===== config.mk =====
export PLATFORM = sky130hd
export DESIGN_NAME = hazard_unit
export DESIGN_NICKNAME = d
export VERILOG_FILES = /design/src/rtl/hazard_unit_pkg.sv /design/src/rtl/hazard_fwd.sv /design/src/rtl/hazard_unit.sv
export SDC_FILE = /design/constraint.sdc
export NUM_CORES = 1
export LEC_CHECK = 0
export BUFFER_PORTS_ARGS = -buffer_cell sky130_fd_sc_hd__buf_2
export CAP_MARGIN = 0
export CORE_MARGIN = 4
export CORE_UTILIZATION = 47
export DETAILED_ROUTE_END_ITERATION = 7
export PLACE_DENSITY_LB_ADDON = 0.2
export SLEW_MARGIN = 5
export SYNTH_ARGS = -nofsm -noshare
export SYNTH_HDL_FRONTEND = slang
export SYNTH_SLANG_ARGS = --single-unit

===== constraint.sdc =====
create_clock -name CLK -period 4.8 [get_ports CLK]
set_input_delay 0.96 -clock CLK [delete_from_list [all_inputs] [get_ports CLK]]
set_output_delay 0.96 -clock CLK [all_outputs]
set_load 0.02 [all_outputs]

===== src/rtl/hazard_unit_pkg.sv =====
// Shared types and constants for the MIPS pipeline hazard unit.
// Holds the memory-wait FSM encoding, forward selects and the register match helper.
package hazard_unit_pkg;

   typedef enum logic {
      RUN      = 1'b0,
      MEM_WAIT = 1'b1
   } hz_state_e;

   localparam logic [1:0] FWD_RF = 2'b00;
   localparam logic [1:0] FWD_W  = 2'b01;
   localparam logic [1:0] FWD_M  = 2'b10;

   // r0 is hard-wired to zero, so a write to it never creates a dependency.
   function automatic logic reg_hit(input logic       we,
                                    input logic [4:0] wr,
                                    input logic [4:0] src);
      return we && (wr != 5'd0) && (wr == src);
   endfunction

endpackage


===== src/rtl/hazard_fwd.sv =====
// Per-operand forwarding select: E-stage ALU operand mux and D-stage comparator bypass.
module hazard_fwd
   import hazard_unit_pkg::*;
(
   input  logic [4:0] i_src_e,
   input  logic [4:0] i_src_d,
   input  logic       i_reg_write_m,
   input  logic [4:0] i_write_reg_m,
   input  logic       i_reg_write_w,
   input  logic [4:0] i_write_reg_w,
   output logic [1:0] o_fwd_e,
   output logic       o_fwd_d
);

   logic w_hit_m_e;
   logic w_hit_w_e;

   assign w_hit_m_e = reg_hit(i_reg_write_m, i_write_reg_m, i_src_e);
   assign w_hit_w_e = reg_hit(i_reg_write_w, i_write_reg_w, i_src_e);

   // The younger M result shadows an older W write to the same register.
   always_comb begin
      o_fwd_e = FWD_RF;
      if (w_hit_m_e) begin
         o_fwd_e = FWD_M;
      end else if (w_hit_w_e) begin
         o_fwd_e = FWD_W;
      end
   end

   assign o_fwd_d = reg_hit(i_reg_write_m, i_write_reg_m, i_src_d);

endmodule


===== src/rtl/hazard_unit.sv =====
// Stall/flush/forward control for the 5-stage MIPS core with a data-memory wait watchdog.
// Optional HAZARD_PERF_EN adds saturating 32-bit stall-cause counters.
module hazard_unit
   import hazard_unit_pkg::*;
#(
   parameter int MEM_TIMEOUT = 64,
   parameter int TW          = 8
) (
   input  logic       CLK,
   input  logic       Reset,
   input  logic [4:0] RsD,
   input  logic [4:0] RtD,
   input  logic [4:0] RsE,
   input  logic [4:0] RtE,
   input  logic [4:0] WriteRegE,
   input  logic [4:0] WriteRegM,
   input  logic [4:0] WriteRegW,
   input  logic       RegWriteE,
   input  logic       RegWriteM,
   input  logic       RegWriteW,
   input  logic       MemToRegE,
   input  logic       MemToRegM,
   input  logic       BranchD,
   input  logic       JumpD,
   input  logic       PCSrcD,
   input  logic       MemReqM,
   input  logic       MemReadyM,
   output logic       StallF,
   output logic       StallD,
   output logic       StallE,
   output logic       StallM,
   output logic       FlushD,
   output logic       FlushE,
   output logic       FlushW,
   output logic [1:0] ForwardAE,
   output logic [1:0] ForwardBE,
   output logic       ForwardAD,
   output logic       ForwardBD,
   output logic       MemErr
`ifdef HAZARD_PERF_EN
   ,
   output logic [31:0] LoadStallCnt,
   output logic [31:0] BranchStallCnt,
   output logic [31:0] MemStallCnt
`endif
);

   localparam logic [TW-1:0] TIMEOUT_LAST = TW'(MEM_TIMEOUT - 1);

   hz_state_e     r_state;
   hz_state_e     w_state_nxt;
   logic [TW-1:0] r_wait_cnt;
   logic [TW-1:0] w_wait_cnt_nxt;
   logic          r_mem_err;
   logic          w_err_set;

   logic w_lwstall;
   logic w_brstall;
   logic w_memstall;

   hazard_fwd u_fwd_a (
      .i_src_e       (RsE),
      .i_src_d       (RsD),
      .i_reg_write_m (RegWriteM),
      .i_write_reg_m (WriteRegM),
      .i_reg_write_w (RegWriteW),
      .i_write_reg_w (WriteRegW),
      .o_fwd_e       (ForwardAE),
      .o_fwd_d       (ForwardAD)
   );

   hazard_fwd u_fwd_b (
      .i_src_e       (RtE),
      .i_src_d       (RtD),
      .i_reg_write_m (RegWriteM),
      .i_write_reg_m (WriteRegM),
      .i_reg_write_w (RegWriteW),
      .i_write_reg_w (WriteRegW),
      .o_fwd_e       (ForwardBE),
      .o_fwd_d       (ForwardBD)
   );

   assign w_lwstall = MemToRegE &
                      (reg_hit(RegWriteE, WriteRegE, RsD) |
                       reg_hit(RegWriteE, WriteRegE, RtD));

   assign w_brstall = BranchD &
                      (reg_hit(RegWriteE, WriteRegE, RsD) |
                       reg_hit(RegWriteE, WriteRegE, RtD) |
                       reg_hit(MemToRegM, WriteRegM, RsD) |
                       reg_hit(MemToRegM, WriteRegM, RtD));

   // Suppressed after a timeout so the pipe drains on whatever the bus holds.
   assign w_memstall = MemReqM & ~MemReadyM & ~r_mem_err;

   always_ff @(posedge CLK or negedge Reset) begin
      if (!Reset) begin
         r_state    <= RUN;
         r_wait_cnt <= '0;
         r_mem_err  <= 1'b0;
      end else begin
         r_state    <= w_state_nxt;
         r_wait_cnt <= w_wait_cnt_nxt;
         if (w_err_set) begin
            r_mem_err <= 1'b1;
         end
      end
   end

   always_comb begin
      w_state_nxt    = r_state;
      w_wait_cnt_nxt = r_wait_cnt;
      w_err_set      = 1'b0;
      case (r_state)
         RUN: begin
            w_wait_cnt_nxt = '0;
            if (MemReqM && !MemReadyM) begin
               w_state_nxt = MEM_WAIT;
            end
         end
         MEM_WAIT: begin
            if (MemReadyM) begin
               w_state_nxt    = RUN;
               w_wait_cnt_nxt = '0;
            end else if (r_wait_cnt == TIMEOUT_LAST) begin
               w_state_nxt    = RUN;
               w_wait_cnt_nxt = '0;
               w_err_set      = 1'b1;
            end else begin
               w_wait_cnt_nxt = r_wait_cnt + 1'b1;
            end
         end
         default: begin
            w_state_nxt    = RUN;
            w_wait_cnt_nxt = '0;
         end
      endcase
   end

   always_comb begin
      StallF = 1'b0;
      StallD = 1'b0;
      StallE = 1'b0;
      StallM = 1'b0;
      FlushD = 1'b0;
      FlushE = 1'b0;
      FlushW = 1'b0;
      if (Reset) begin
         if (w_memstall) begin
            StallF = 1'b1;
            StallD = 1'b1;
            StallE = 1'b1;
            StallM = 1'b1;
            FlushW = 1'b1;
         end else if (w_lwstall || w_brstall) begin
            StallF = 1'b1;
            StallD = 1'b1;
            FlushE = 1'b1;
         end else if (PCSrcD || JumpD) begin
            FlushD = 1'b1;
         end
      end
   end

   assign MemErr = r_mem_err;

`ifdef HAZARD_PERF_EN
   logic w_win_mem;
   logic w_win_load;
   logic w_win_branch;

   assign w_win_mem    = w_memstall;
   assign w_win_load   = ~w_memstall & w_lwstall;
   assign w_win_branch = ~w_memstall & w_brstall;

   always_ff @(posedge CLK or negedge Reset) begin
      if (!Reset) begin
         LoadStallCnt   <= '0;
         BranchStallCnt <= '0;
         MemStallCnt    <= '0;
      end else begin
         if (w_win_load && (LoadStallCnt != '1)) begin
            LoadStallCnt <= LoadStallCnt + 32'd1;
         end
         if (w_win_branch && (BranchStallCnt != '1)) begin
            BranchStallCnt <= BranchStallCnt + 32'd1;
         end
         if (w_win_mem && (MemStallCnt != '1)) begin
            MemStallCnt <= MemStallCnt + 32'd1;
         end
      end
   end
`endif

endmodule


# Word-level counts from Yosys, hierarchy flattened
# Index checks and enable logic that the tools add are counted.
dict set report totals {
  register_bits 10
  inputBits 47
  word_cells 69
}
dict set report classes {
  addsub 1
  n_eq_ne 9
  muxes 25
  bitwise_logic 10
  n_reduce_logical 21
}
# op count
set op_table {}
lappend op_table {{5-bit == test} 8}
lappend op_table {{1-bit two-way mux} 19}
lappend op_table {{8-bit two-way mux} 2}
lappend op_table {{8-bit case mux with 2 select lines} 1}
lappend op_table {{1-bit logical AND} 15}
lappend op_table {{5-bit nonzero test} 3}
lappend op_table {{8-bit by 1-bit adder with 8-bit output (second input constant)} 1}
lappend op_table {{8-bit by 6-bit == test with 1-bit output (second input constant)} 1}
lappend op_table {{1-bit AND} 4}
lappend op_table {{2-bit two-way mux} 2}
lappend op_table {{1-bit inverter} 3}
lappend op_table {{1-bit bitwise OR} 3}
lappend op_table {{1-bit logical OR} 2}
lappend op_table {{1-bit case mux with 2 select lines} 1}
lappend op_table {{1-bit zero test} 1}

# Logic depth before layout (Yosys ltp)
dict set report logic_depth {
  depth_word 11
  mapped_depth 7
  ltp_nobuf 5
}

# Hierarchy
# From an unflattened synthesis, not the netlist that was laid out.
dict set report unflattened {
  hier_cells 138
  area_unflattened_um2 1206.2
}
# mod instances cells_each area_per_inst_um2 seq_area_each_um2
set modules_own_cells {}
lappend modules_own_cells {hazard_unit 1 84 783.3 250.2}
lappend modules_own_cells {hazard_fwd 2 27 211.5 0.0}

# Least setup slack after synthesis
# No wires, ideal clock.
dict set report synth_timing {
  kind {input to output}
  from {input WriteRegM[3]}
  to {output StallF}
  arrival_time_ns 2.207
  required_ns 3.840
  path_slack_ns 1.633
  stages 7
  n_path_buf 2
  cell_sequence {buf_2 > xor2_1 > nor3_1 > nand3_1 > a21oi_2 > o31a_1 > buf_4}
}
dict set report synth_via {
  elab_chain_cells 10
  elab_cells_between_ends 13
  classes_between {eq/ne (2); mux (3); bitwise (3); reduce/logical (5)}
}
# element line
set synth_lines {}
lappend synth_lines {{from (decl)} hazard_unit.sv:16} ;# input logic [4:0] WriteRegM,
lappend synth_lines {{5-bit nonzero test} hazard_unit_pkg.sv:18} ;# return we && (wr != 5'd0) && (wr == src);
lappend synth_lines {{1-bit logical AND (2 in series)} hazard_unit_pkg.sv:18}
lappend synth_lines {{1-bit bitwise OR} hazard_unit.sv:89} ;# reg_hit(RegWriteE, WriteRegE, RtD) |
lappend synth_lines {{1-bit bitwise OR *} hazard_unit.sv:90} ;# reg_hit(MemToRegM, WriteRegM, RsD) |
lappend synth_lines {{1-bit AND *} hazard_unit.sv:87} ;# assign w_brstall = BranchD &
lappend synth_lines {{1-bit logical OR *} hazard_unit.sv:155} ;# end else if (w_lwstall || w_brstall) begin
lappend synth_lines {{1-bit two-way mux * (3 in series)} n/a}
lappend synth_lines {{to (decl)} hazard_unit.sv:28} ;# output logic StallF,
# Every way passes the cells marked *; elsewhere a longest branch is shown, timed or not.

# Final worst setup path
dict set report layout_timing {
  from {input WriteRegE[1]}
  to {output FlushD}
}
dict set report layout_via {
  elab_chain_cells 11
  elab_cells_between_ends 15
  classes_between {eq/ne (2); mux (3); bitwise (5); reduce/logical (5)}
}
# element line
set layout_lines {}
lappend layout_lines {{from (decl)} hazard_unit.sv:15} ;# input logic [4:0] WriteRegE,
lappend layout_lines {{5-bit nonzero test} hazard_unit_pkg.sv:18}
lappend layout_lines {{1-bit logical AND (2 in series)} hazard_unit_pkg.sv:18}
lappend layout_lines {{1-bit bitwise OR *} {hazard_unit.sv:84, hazard_unit.sv:88}}
lappend layout_lines {{1-bit bitwise OR} hazard_unit.sv:89}
lappend layout_lines {{1-bit bitwise OR} hazard_unit.sv:90}
lappend layout_lines {{1-bit AND} hazard_unit.sv:87}
lappend layout_lines {{1-bit logical OR *} hazard_unit.sv:155}
lappend layout_lines {{1-bit two-way mux *} hazard_unit.sv:155}
lappend layout_lines {{1-bit two-way mux *} hazard_unit.sv:149} ;# if (w_memstall) begin
lappend layout_lines {{1-bit two-way mux *} hazard_unit.sv:148} ;# if (Reset) begin
lappend layout_lines {{to (decl)} hazard_unit.sv:32} ;# output logic FlushD,
# Marked as above.

==> flow_summary_export.csv <==
group,metric,value,unit
setup_path,criticalPathCategory,"in2out",
synth,synth_area_leaders,"xor2_1 (24%), dfrtp_1 (22%), xnor2_1 (13%)",
cts,cts_root_buf,"clkbuf_4",
sta,clock.fmax,0.314,GHz
setup_path,crit_top_cell,"buf_2",
sta,fin_ws,1.61,ns
setup_path,cp_max_fo,3,
synth,ys_ff_latch,10,
min_path,hold_class,"reg2reg",
grt,grt_usage,18.6,%
sta,tightest_slew,0.497,ns
floorplanning,rows,17,
final_layout,layout_common_cells,"buf_2 (60), xor2_1 (30), xnor2_1 (16), nor2_1 (12), dfrtp_1 (10)",
setup_path,path_cells,"buf_2 > or4_4 > nor2_2 > a211oi_2 > nor4_2 > buf_2",
min_path,min_from,"r_wait_cnt[0]",
route,drtIter0Drc,24,
outcome,status,"finished clean",
synth,synth_cell_type_count,30,
sta,hold_viol,0,
cts,ctsLongestPathBuffers,2,
synth,async_reset_ff_share,100,%
final_layout,final_common_cell,"buf_2",
synth,ys_seq_area_share,22.5,%
placement,port_buffers,60,
cts,cts_resized,0,
placement,dp_hpwl,2540,um
synth,yosysWarnings,0,
final_layout,area_delta_synth_final,27.8,%
sta,setup-tns-final,0,ns
final_layout,n_fill_cell,210,
min_path,hold_end,"r_wait_cnt[0]",
setup_path,rr_worst_depth,5,
floorplanning,start_util,49.8,%
setup_path,max_stage_delay,0.53,ns
grt,antenna_found_initial,0,
power_and_ir_drop,vdd_drop_max,164,uV
synth,synth_top_area_share,23.6,%
synth,synth-edff-count,0,
sta,relSlewSlack,66.7,%
setup_path,crit_path_end_kind,"output pin",
sta,fin_crit_sh,66.4,%
setup_path,crit-reg2reg-launch,"r_wait_cnt[0]",
cts,clock_sinks,10,
setup_path,worstPathRequired,3.84,ns
synth,synth_top_area_cell,"xor2_1",
synth,syn_area,1110,sq um
cts,htreeDepth,1,
floorplanning,core,2230,sq um
route,antenna_left,0,
route,viasPerCell,5.03,
floorplanning,fp.dieH,56.7,um
synth,synthesis.nets,174,
route,wire_per_inst,14.0,um
power_and_ir_drop,finalPower,248,uW
power_and_ir_drop,power_leakage,0.000680,uW
sta,report.final.slew_viol_count,0,
floorplanning,ioPinCount,61,
route,routed-via-count,1047,
route,drc,0,
sta,min_period,3.19,ns
placement,gp_congestion,0.941,
setup_path,reg2reg_to,"r_state",
setup_path,cp-start-kind,"input pin",
cts,ctsHoldBuffers,0,
grt,grt_pass1_vias,1069,
setup_path,slowest_stage,"or4_4",
sta,grt_setup_unrepaired,"false",
cts,cts.clk_slew.worst_paths,0.06,ns
sta,fin_skew,0.00259,ns
placement,dp_worst_setup_slack,1.61,ns
power_and_ir_drop,power.density,174,nW/um^2
grt,gr-total-overflow,0,
floorplanning,dieArea,3210,sq um
cts,clkLatencyLatePin,0.27,ns
sta,setup_viol,0,
sta,hold_ws,0.493,ns
synth,postSynthCellCount,126,
synth,avgSynthCellArea,8.83,sq um
setup_path,critPathArrivalTime,2.23,ns
route,totalWireLength,2920,um
grt,grt_pass1_wl,4820,um
final_layout,diodes,0,
route,dr.pass1.iters,4,
min_path,holdPathStages,1,
setup_path,r2r_setup_slack,3.16,ns
synth,ys.flop_type,"dfrtp_1",
final_layout,drive_above_1_share,42.8,%
cts,cts_tree,"built",
job,maxCapViolCount,0,
cts,cts_buffers,3,
cts,postCtsSetupBuffers,0,
final_layout,num-nets-final,229,
floorplanning,die_w,56.7,um
grt,grt_max_degree,14,
registers in the layout, summed over array words and instances (netlist names):
register	flops
r_state	1
r_wait_cnt	8
MemErr	1
metal layers:
metal	wire, um	track usage (%)	part of all wire [%]
met5	0	0	0
met4	17	4.41	0.58
met1	1250	23.9	43
met3	255	4.37	8.7
met2	1400	31.2	48
kinds of logic after synthesis:
family	synth area share [%]
fa+ha+maj	1.12
flops	22.5
simple gates	26.9
buf+inv	5.96
xor+xnor	36.2
compound gates	7.31
how the worst max path moves through the flow:
stage | from | end | slack [ns] | cells past startpoint
6_report | WriteRegE[1] | FlushD | 1.61 | 6
5_1_grt | RtD[2] | StallF | 1.51 | 7
4_1_cts | RtD[2] | StallD | 1.60 | 7
3_5_place_dp | RtD[2] | StallD | 1.61 | 7
3_3_place_gp | RtD[2] | StallF | 1.62 | 7
2_1_floorplan | WriteRegM[3] | StallF | 1.63 | 7
power breakdown:
part | switching [uW] | internal [uW]
logic | 44.9 | 38.5
clock network | 30.4 | 46.1
registers | 1.62 | 86.0
worst max-delay path: cells and delay by family:
family	cells	cell delay (ns)
compound gates	1	0.07
buf+inv	2	0.34
simple gates	3	0.86
Yosys cell counts, drive strengths merged (3+ instances only):
cell type  instances
nor4               5
nor3               5
dfrtp             10
nand3             10
xor2              30
xnor2             16
buf               10
o21ai              4
or4                4
nand2              3
nor2              13
layout make-up:
type	count	area [sq um]	share of cell area (%)
Multi-Input combinational cell	105	796	56.0
Inverter	1	3.75	0.264
Timing Repair Buffer	60	300	21.1
Tap cell	28	35.0	2.46
Clock buffer	4	36.3	2.55
Sequential cell	10	250	17.6
per-stage QoR:
step	utilization (%)	std cells	instance area, sq um
after global placement	62.0	204	1390
after floorplan	-	126	1110
after CTS	63.6	208	1420
final	63.6	208	1420
after global routing	63.6	208	1420
after detailed placement	62.0	204	1390
(Power assumes the default switching activity.)
